==> src/rtl/ofmap_writeback.sv <==
// ofmap_writeback: buffers the post-unit result stream in a show-ahead FIFO
// and drains it to the ofmap SRAM over a valid/ready write port.
// Optional build macro OFMAP_WB_OVF_CNT_EN adds a saturating count of
// results dropped because the FIFO was full; without it ovf_cnt is tied 0.
//
//   state | meaning
//   IDLE  | after reset, waiting for the first start
//   RUN   | accepting results for the current layer
//   DRAIN | last result issued, still accepting and emptying the FIFO
//   DONE  | every buffered result committed; waiting for the next start
module ofmap_writeback #(
    parameter int DEPTH     = 8,
    parameter int DATA_W    = 32,
    parameter int ADDR_W    = 22,
    parameter int AF_MARGIN = 2,
    parameter int CNT_W     = 16
) (
    input  logic              clk,
    input  logic              rst,
    input  logic              start,
    input  logic              in_wen,
    input  logic [DATA_W-1:0] in_data,
    input  logic [ADDR_W-1:0] in_addr,
    input  logic              in_total_done,
    output logic              almost_full,
    output logic              sram_wen,
    output logic [ADDR_W-1:0] sram_addr,
    output logic [DATA_W-1:0] sram_wdata,
    input  logic              sram_ready,
    output logic [CNT_W-1:0]  wr_count,
    output logic [CNT_W-1:0]  ovf_cnt,
    output logic              busy,
    output logic              done
);

    localparam int AW    = $clog2(DEPTH);
    localparam int AF_TH = DEPTH - AF_MARGIN;

    localparam logic [1:0] S_IDLE  = 2'd0;
    localparam logic [1:0] S_RUN   = 2'd1;
    localparam logic [1:0] S_DRAIN = 2'd2;
    localparam logic [1:0] S_DONE  = 2'd3;

    logic [1:0]        state_q, state_d;
    logic [AW-1:0]     wr_ptr_q, rd_ptr_q;
    logic [AW:0]       occ_q, occ_d;
    logic              af_q;
    logic [CNT_W-1:0]  wr_count_q;
    logic [DATA_W-1:0] mem_data_q [DEPTH];
    logic [ADDR_W-1:0] mem_addr_q [DEPTH];

    logic active, start_ok, full, empty, push_req, push, pop;

    assign active   = (state_q == S_RUN) || (state_q == S_DRAIN);
    assign start_ok = start && !active;
    assign full     = (occ_q == (AW+1)'(DEPTH));
    assign empty    = (occ_q == '0);
    assign push_req = in_wen && active;
    // A full FIFO can still take a result if the head leaves on the same edge.
    assign push     = push_req && (!full || pop);
    assign pop      = sram_wen && sram_ready;

    // Head is gated so the write port reads zero whenever nothing is queued.
    assign sram_wen   = !empty;
    assign sram_addr  = empty ? '0 : mem_addr_q[rd_ptr_q];
    assign sram_wdata = empty ? '0 : mem_data_q[rd_ptr_q];

    assign almost_full = af_q;
    assign wr_count    = wr_count_q;
    assign busy        = active;
    assign done        = (state_q == S_DONE);

    // Next occupancy, shared by the counter and the registered almost_full.
    always_comb begin
        occ_d = occ_q;
        if (push && !pop)
            occ_d = occ_q + (AW+1)'(1);
        else if (pop && !push)
            occ_d = occ_q - (AW+1)'(1);
    end

    // Layer sequencing; DRAIN only exits when nothing is queued or arriving.
    always_comb begin
        state_d = state_q;
        case (state_q)
            S_IDLE:  if (start) state_d = S_RUN;
            S_RUN:   if (in_total_done) state_d = S_DRAIN;
            S_DRAIN: if (empty && !push) state_d = S_DONE;
            S_DONE:  if (start) state_d = S_RUN;
            default: state_d = S_IDLE;
        endcase
    end

    // Control registers: state, pointers, occupancy, almost_full, write count.
    always_ff @(posedge clk or negedge rst) begin
        if (!rst) begin
            state_q    <= S_IDLE;
            wr_ptr_q   <= '0;
            rd_ptr_q   <= '0;
            occ_q      <= '0;
            af_q       <= 1'b0;
            wr_count_q <= '0;
        end else begin
            state_q <= state_d;
            occ_q   <= occ_d;
            af_q    <= (occ_d >= (AW+1)'(AF_TH));
            if (push)
                wr_ptr_q <= wr_ptr_q + AW'(1);
            if (pop)
                rd_ptr_q <= rd_ptr_q + AW'(1);
            if (start_ok)
                wr_count_q <= '0;
            else if (pop)
                wr_count_q <= wr_count_q + CNT_W'(1);
        end
    end

    // FIFO storage; contents are only observable through the gated head.
    always_ff @(posedge clk) begin
        if (push) begin
            mem_data_q[wr_ptr_q] <= in_data;
            mem_addr_q[wr_ptr_q] <= in_addr;
        end
    end

`ifdef OFMAP_WB_OVF_CNT_EN
    logic [CNT_W-1:0] ovf_q;
    logic             drop;

    assign drop    = push_req && full && !pop;
    assign ovf_cnt = ovf_q;

    // Saturating count of results dropped on a full FIFO.
    always_ff @(posedge clk or negedge rst) begin
        if (!rst)
            ovf_q <= '0;
        else if (start_ok)
            ovf_q <= '0;
        else if (drop && (ovf_q != '1))
            ovf_q <= ovf_q + CNT_W'(1);
    end
`else
    assign ovf_cnt = '0;
`endif

endmodule

==> config.mk <==
export PLATFORM = sky130hd
export DESIGN_NAME = ofmap_writeback
export DESIGN_NICKNAME = d
export VERILOG_FILES = /design/src/rtl/ofmap_writeback.sv
export SDC_FILE = /design/constraint.sdc
export NUM_CORES = 1
export LEC_CHECK = 0
export BUFFER_PORTS_ARGS = -buffer_cell sky130_fd_sc_hd__buf_4
export CAP_MARGIN = 20
export CORE_ASPECT_RATIO = 0.7
export CORE_MARGIN = 2
export CORE_UTILIZATION = 59
export DETAILED_ROUTE_END_ITERATION = 8
export PLACE_DENSITY_LB_ADDON = 0.08
export SYNTH_ARGS = -nofsm -noshare
export SYNTH_HDL_FRONTEND = slang
export SYNTH_SLANG_ARGS = --single-unit
==> constraint.sdc <==
create_clock -name clk -period 7.3 [get_ports clk]
set_clock_uncertainty 0.05 [all_clocks]
set_input_delay 1.46 -clock clk [delete_from_list [all_inputs] [get_ports clk]]
set_output_delay 1.46 -clock clk [all_outputs]
set_load 0.02 [all_outputs]
==> flow_summary.yaml, run 1 <==
synth:
  ys_seq_elements: 461
  netlist_instances: 877
  synth_common_cells: "432 x edfxtp_1, 108 x mux4_2, 82 x nor2_1"
  syn_avg_cell_area_sq_um: 20.6
  synth_most_common_cell: "edfxtp_1"
  ys_types: 42
  synthFlopType: "edfxtp_1"
  synth-edff-count: 432
  synthesis.area_sq_um: 18100
  yosys.area.top_type_share: 0.718
  async_flop_share: 0.0629
  ys_seq_area_frac: 0.758
  yosys_warnings: 0
  synthTopCellsByArea: "edfxtp_1 72%, mux4_2 13%, dfrtp_1 4.0%"
  yosys.area.top_type: "edfxtp_1"
die:
  die_w_microns: 213
  initial_core_util: 0.600
  dieArea_sq_um: 32100
  io_pins: 150
  rows: 53
  die_y_microns: 150
  core_area_sq_um: 30100
clock_network:
  cts_max_path_buffers: 3
  clock-root-buffer: "clkbuf_16"
  cts_buffers: 43
  postCtsSetupRepairBufs: 0
  htreeDepth: 2
  clock-sinks: 461
  clk_pin_slew_ns: 0.06
  hold_buffers: 0
  tritoncts: "built"
  cts_resized: 0
  clkLatencyLatePin_ns: 0.55
worst_hold_path:
  min_path_cells: 1
  hold_end: "wr_ptr_q[0]"
  hold_path.class: "reg -> reg"
  min_from: "wr_ptr_q[0]"
timing:
  rsz0062_at_grt: "false"
  setup_slack_ns: 2.53
  slew_violations: 0
  fin_tns_setup_ns: 0
  timing.final.crit_share: 0.653
  period_needed_ns: 4.77
  slew_headroom: 0.291
  hold_violations: 0
  tightest_slew_ns: 1.06
  setup_viol: 0
  fmax_mhz: 210
detailed_routing:
  dr.pass1.iters: 5
  viasPerCell: 5.77
  drc: 0
  routedWlPerCell_microns: 23.2
  drt_iter0_markers: 717
  vias: 8501
  postRouteAntennaNets: 0
  routed_wl_microns: 34200
cells_and_area:
  layout.area.seq_sq_um: 13700
  drive_above_1_share: 0.312
  multi_input_area_sq_um: 4110
  layout.nets: 1101
  final_util: 0.693
  areaGrowthSynthToFinish_pct: 15.4
  fillers: 1944
global_routing:
  grt_pass1_vias: 8544
  grt_use_total: 0.221
  grt_overflow: 0
  antenna_found_initial: 3
  grt_pass1_wl_microns: 51800
  grt_max_degree: 68
critical_path:
  reg2reg_to: "mem_data_q[2][10]"
  required_ns: 5.79
  crit_fanout: 67
  worst-setup-path-type: "reg -> out"
  cp-start-kind: "flop"
  reg2reg_from: "state_q[0]"
  arrival_ns: 3.26
  rr_worst_depth: 7
  cp_cell_sequence: "buf_4 -> mux4_2 -> mux2i_1 -> nor2_1 -> buf_4"
  critical-path-max-stage-delay_ns: 1.04
  r2r_slack_ns: 3.63
  slowest_stage: "dfrtp_4"
  cpMostUsedCell: "buf_4"
  cp-end-kind: "primary output"
power_and_ir_drop:
  comb_power_share: 0.322
  intPower_w: 0.00567
  seqPwrFrac: 0.426
  switching_power_w: 0.00261
  power_density_nw_per_um2: 397
  ir_drop_uv: 232
  leakage_nw: 7.16
  power_frac_clock: 0.252
  p_sw_frac: 0.315
placement:
  hpwl_microns: 19000
  gp_congestion: 0.780
  pre_cts_ws_ns: 2.80
  io_buffer_count: 133
run_status:
  status: "finished clean"
run:
  drv_cap: 0
metal layers:
metal | share of wire | global-route usage | vias to the layer above | wire length (microns)
met5 | 0.00038 | 0 | - | 13
met1 | 0.46 | 0.342 | 4393 | 15700
li1 | - | - | 3805 | -
met3 | 0.062 | 0.0401 | 51 | 2130
met4 | 0.017 | 0.0517 | 2 | 577
met2 | 0.46 | 0.337 | 250 | 15700
registers in the layout, summed over array words and instances, names as in the netlist:
signal	cells
mem_addr_q	176
rd_ptr_q	3
wr_ptr_q	3
almost_full	1
mem_data_q	256
state_q	2
occ_q	4
wr_count	16
cell usage in the layout (no fill, tap or decap), drive strengths merged, types with 2 or more instances in the layout:
cell	Yosys	routed
edfxtp	432	432
buf	48	153
mux4	108	108
nor2	82	82
mux2i	54	54
clkbuf	9	53
dfrtp	29	29
nand2	18	18
conb	1	16
inv	12	15
xor2	12	12
clkinv	0	11
xnor2	9	9
o21ai	9	9
nand4	8	8
ha	8	8
nand3	6	6
nand2b	4	4
a21oi	4	4
a31oi	3	3
bufinv	0	3
nor3	3	3
diode	0	2
nor2b	2	2
nor4	2	2
and3	2	2
how the worst max path moves through the flow:
stage	from	to	slack, ns
after floorplan	sram_ready	mem_addr_q[1][0]	0.78
after global placement	sram_ready	mem_data_q[3][6]	2.87
after detailed placement	sram_ready	mem_data_q[1][6]	2.80
after CTS	rd_ptr_q[0]	sram_wdata[21]	2.38
after global routing	rd_ptr_q[0]	sram_wdata[16]	2.24
final	rd_ptr_q[1]	sram_addr[11]	2.53
worst max-delay path, delay by kind of cell (launching register included):
family / cells / cell delay [ns]
DFF: 1 / 1.04
buffers and inverters: 2 / 0.85
muxes: 2 / 0.59
and+or+nand+nor: 1 / 0.10
cells by family (layout without fill, tap and decap cells):
family / count (synthesis) / count (layout) / share of synthesized area
XOR/XNOR: 21 / 21 / 0.0102
flip-flops: 461 / 461 / 0.758
AND/OR/NAND/NOR: 131 / 131 / 0.0322
adder cells (fa/ha/maj): 8 / 8 / 0.00554
buffers and inverters: 69 / 236 / 0.0204
AO/OA/AOI/OAI: 23 / 23 / 0.00803
other: 1 / 18 / 0.000208
multiplexers: 163 / 163 / 0.165
cell type report:
cell class                 count  area share
sequential                   461       0.657
inverter                      12     0.00216
timing repair buffer         153      0.0571
antenna                        2    0.000240
clock buffer                  53      0.0534
clock inverter                18     0.00804
tap                          412      0.0247
multi-input combinational    362       0.197
power by group through the flow:
stage / registers [W] / clock network [W] / logic, W
final: 0.00353 / 0.00208 / 0.00267
after global routing: 0.00357 / 0.00223 / 0.00287
after detailed placement: 0.00359 / 0 / 0.00269
after CTS: 0.00354 / 0.00213 / 0.00270
after floorplan: 0.00337 / 0 / 0.00196
after global placement: 0.00359 / 0 / 0.00267
metrics by stage:
step,std cells,hold WS [ns],power (W),instance area (sq um)
finish,1473,0.466,0.00828,20900
global route,1472,0.510,0.00867,20900
CTS,1468,0.469,0.00837,20800
detailed placement,1397,0.452,0.00629,19500
global placement,1396,0.465,0.00626,19500
floorplan,892,0.430,0.00533,18100
No activity file was read; power rests on OpenSTA's default activity.
==> run 2, diff against run 1 <==
- clock period: 7.3 -> 4.5 ns (I/O delays scaled with it)
==> flow_summary.yaml, run 2 (same netlist as run 1, synthesis figures left out) <==
detailed_routing:
  routed_wl_microns: 35100
  vias: 8650
  dr.pass1.iters: 8
  drc: 0
  postRouteAntennaNets: 0
  routedWlPerCell_microns: 23.8
  drt_iter0_markers: 668
  viasPerCell: 5.85
die:
  die_w_microns: 213
  core_area_sq_um: 30100
  initial_core_util: 0.600
  rows: 53
  die_y_microns: 150
  io_pins: 150
  dieArea_sq_um: 32100
cells_and_area:
  drive_above_1_share: 0.325
  max_flop_register: "mem_data_q"
  areaGrowthSynthToFinish_pct: 17.2
  layout.nets: 1104
  fin_area_sq_um: 21200
  final_common_cell: "edfxtp_1"
  layout_common_cells: "432 x edfxtp_1, 148 x buf_4, 108 x mux4_2"
  final_util: 0.703
  final_cells: 1478
  fillers: 1896
  largest_register_ffs: 256
timing:
  period_needed_ns: 3.78
  fin_tns_setup_ns: 0
  tightest_slew_ns: 0.811
  hold_violations: 0
  slew_headroom: 0.458
  setup_viol: 0
  fmax_mhz: 265
  timing.final.crit_share: 0.839
  slew_violations: 0
  rsz0062_at_grt: "false"
critical_path:
  crit_fanout: 31
  cpMostUsedCell: "buf_4"
  path_buf_inv: 2
  cp_top_family: "flip-flops"
  critical-path-max-stage-delay_ns: 0.88
  worst-setup-path-type: "reg -> out"
  required_ns: 3.55
  arrival_ns: 2.83
  cp-start-kind: "flop"
  slowest_stage: "dfrtp_4"
  cp_cell_sequence: "buf_4 -> mux4_2 -> mux2i_1 -> nor2_1 -> buf_4"
  cp-end-kind: "primary output"
clock_network:
  postCtsSetupRepairBufs: 0
  tritoncts: "built"
  cts_resized: 0
  hold_buffers: 0
  htreeDepth: 2
  clock-sinks: 461
  clock-root-buffer: "clkbuf_16"
  cts_buffers: 42
  clk_pin_slew_ns: 0.06
  clkLatencyLatePin_ns: 0.53
  cts_max_path_buffers: 3
power_and_ir_drop:
  power_density_nw_per_um2: 660
  leakage_nw: 7.31
  ir_drop_uv: 531
  power_w: 0.0140
placement:
  hpwl_microns: 19500
  io_buffer_count: 133
  post-place-cells: 1403
  dpl-instance-area_sq_um: 19700
  gp_congestion: 0.770
global_routing:
  grt_pass1_wl_microns: 52600
  antenna_found_initial: 2
  grt_overflow: 0
  grt_pass1_vias: 8574
  grt_use_total: 0.225
  grt_max_degree: 46
worst_hold_path:
  hold_path.class: "in -> async"
run_status:
  status: "finished clean"
run:
  drv_cap: 0
==> run 2: cell types whose count changed in the layout (fill, tap and decap cells not counted), sizes merged <==
cell,change
bufinv,+7
clkbuf,-7
buf,+4
clkinv,+4
inv,-2
diode,-1
==> run 2: power breakdown <==
part / internal (W) / switching [W] / total (W)
registers: 0.00522 / 0.000456 / 0.00568
clock network: 0.00232 / 0.00150 / 0.00382
logic: 0.00211 / 0.00236 / 0.00447
total: 0.00965 / 0.00431 / 0.0140
==> run 2: cell type report <==
type	instances	area, sq um	share of cell area
antenna	1	2.50	0.000118
timing repair buffer	157	1290	0.0610
multi-input combinational	362	4120	0.195
clock buffer	46	1090	0.0514
sequential	461	13700	0.648
inverter	12	45.0	0.00213
tap	412	515	0.0244
clock inverter	27	395	0.0187
==> run 2: through the flow <==
stage / worst slack [ns] / hold WS [ns]
after floorplan: -0.0160 / 0.430
after global placement: 1.23 / 0.455
after detailed placement: 1.18 / 0.456
after CTS: 0.643 / 0.231
after global routing: 0.504 / 0.253
final: 0.724 / 0.235
==> run 2: metal layers <==
metal,GRT usage,up-vias,part of all wire
met5,0,-,0.00031
met4,0.0431,2,0.014
met3,0.0430,50,0.060
met2,0.350,266,0.47
met1,0.344,4519,0.46
li1,-,3813,-
==> run 2: worst paths after layout <==
kind / slack (ns) / to / startpoint / depth (start not counted)
worst max register to register: 1.33 / mem_data_q[1][16] / state_q[0] / 7
min in group clk: 0.51 / occ_q[0] / occ_q[0] / 1
max in group asynchronous: 3.86 / rd_ptr_q[2] / rst / 1
worst min register to register: 0.51 / occ_q[0] / occ_q[0] / 1
worst max-delay path: 0.72 / sram_addr[18] / rd_ptr_q[0] / 5
worst min-delay path: 0.24 / almost_full / rst / 1
==> run 2: worst register-to-register path: cells and delay by family, from the launching register on <==
kind                       cells  cell delay (ns)
buffers and inverters          2             0.33
DFF                            1             0.39
AOI/OAI and AO/OA              1             0.40
adders and majority gates      1             0.36
and+or+nand+nor                3             1.31
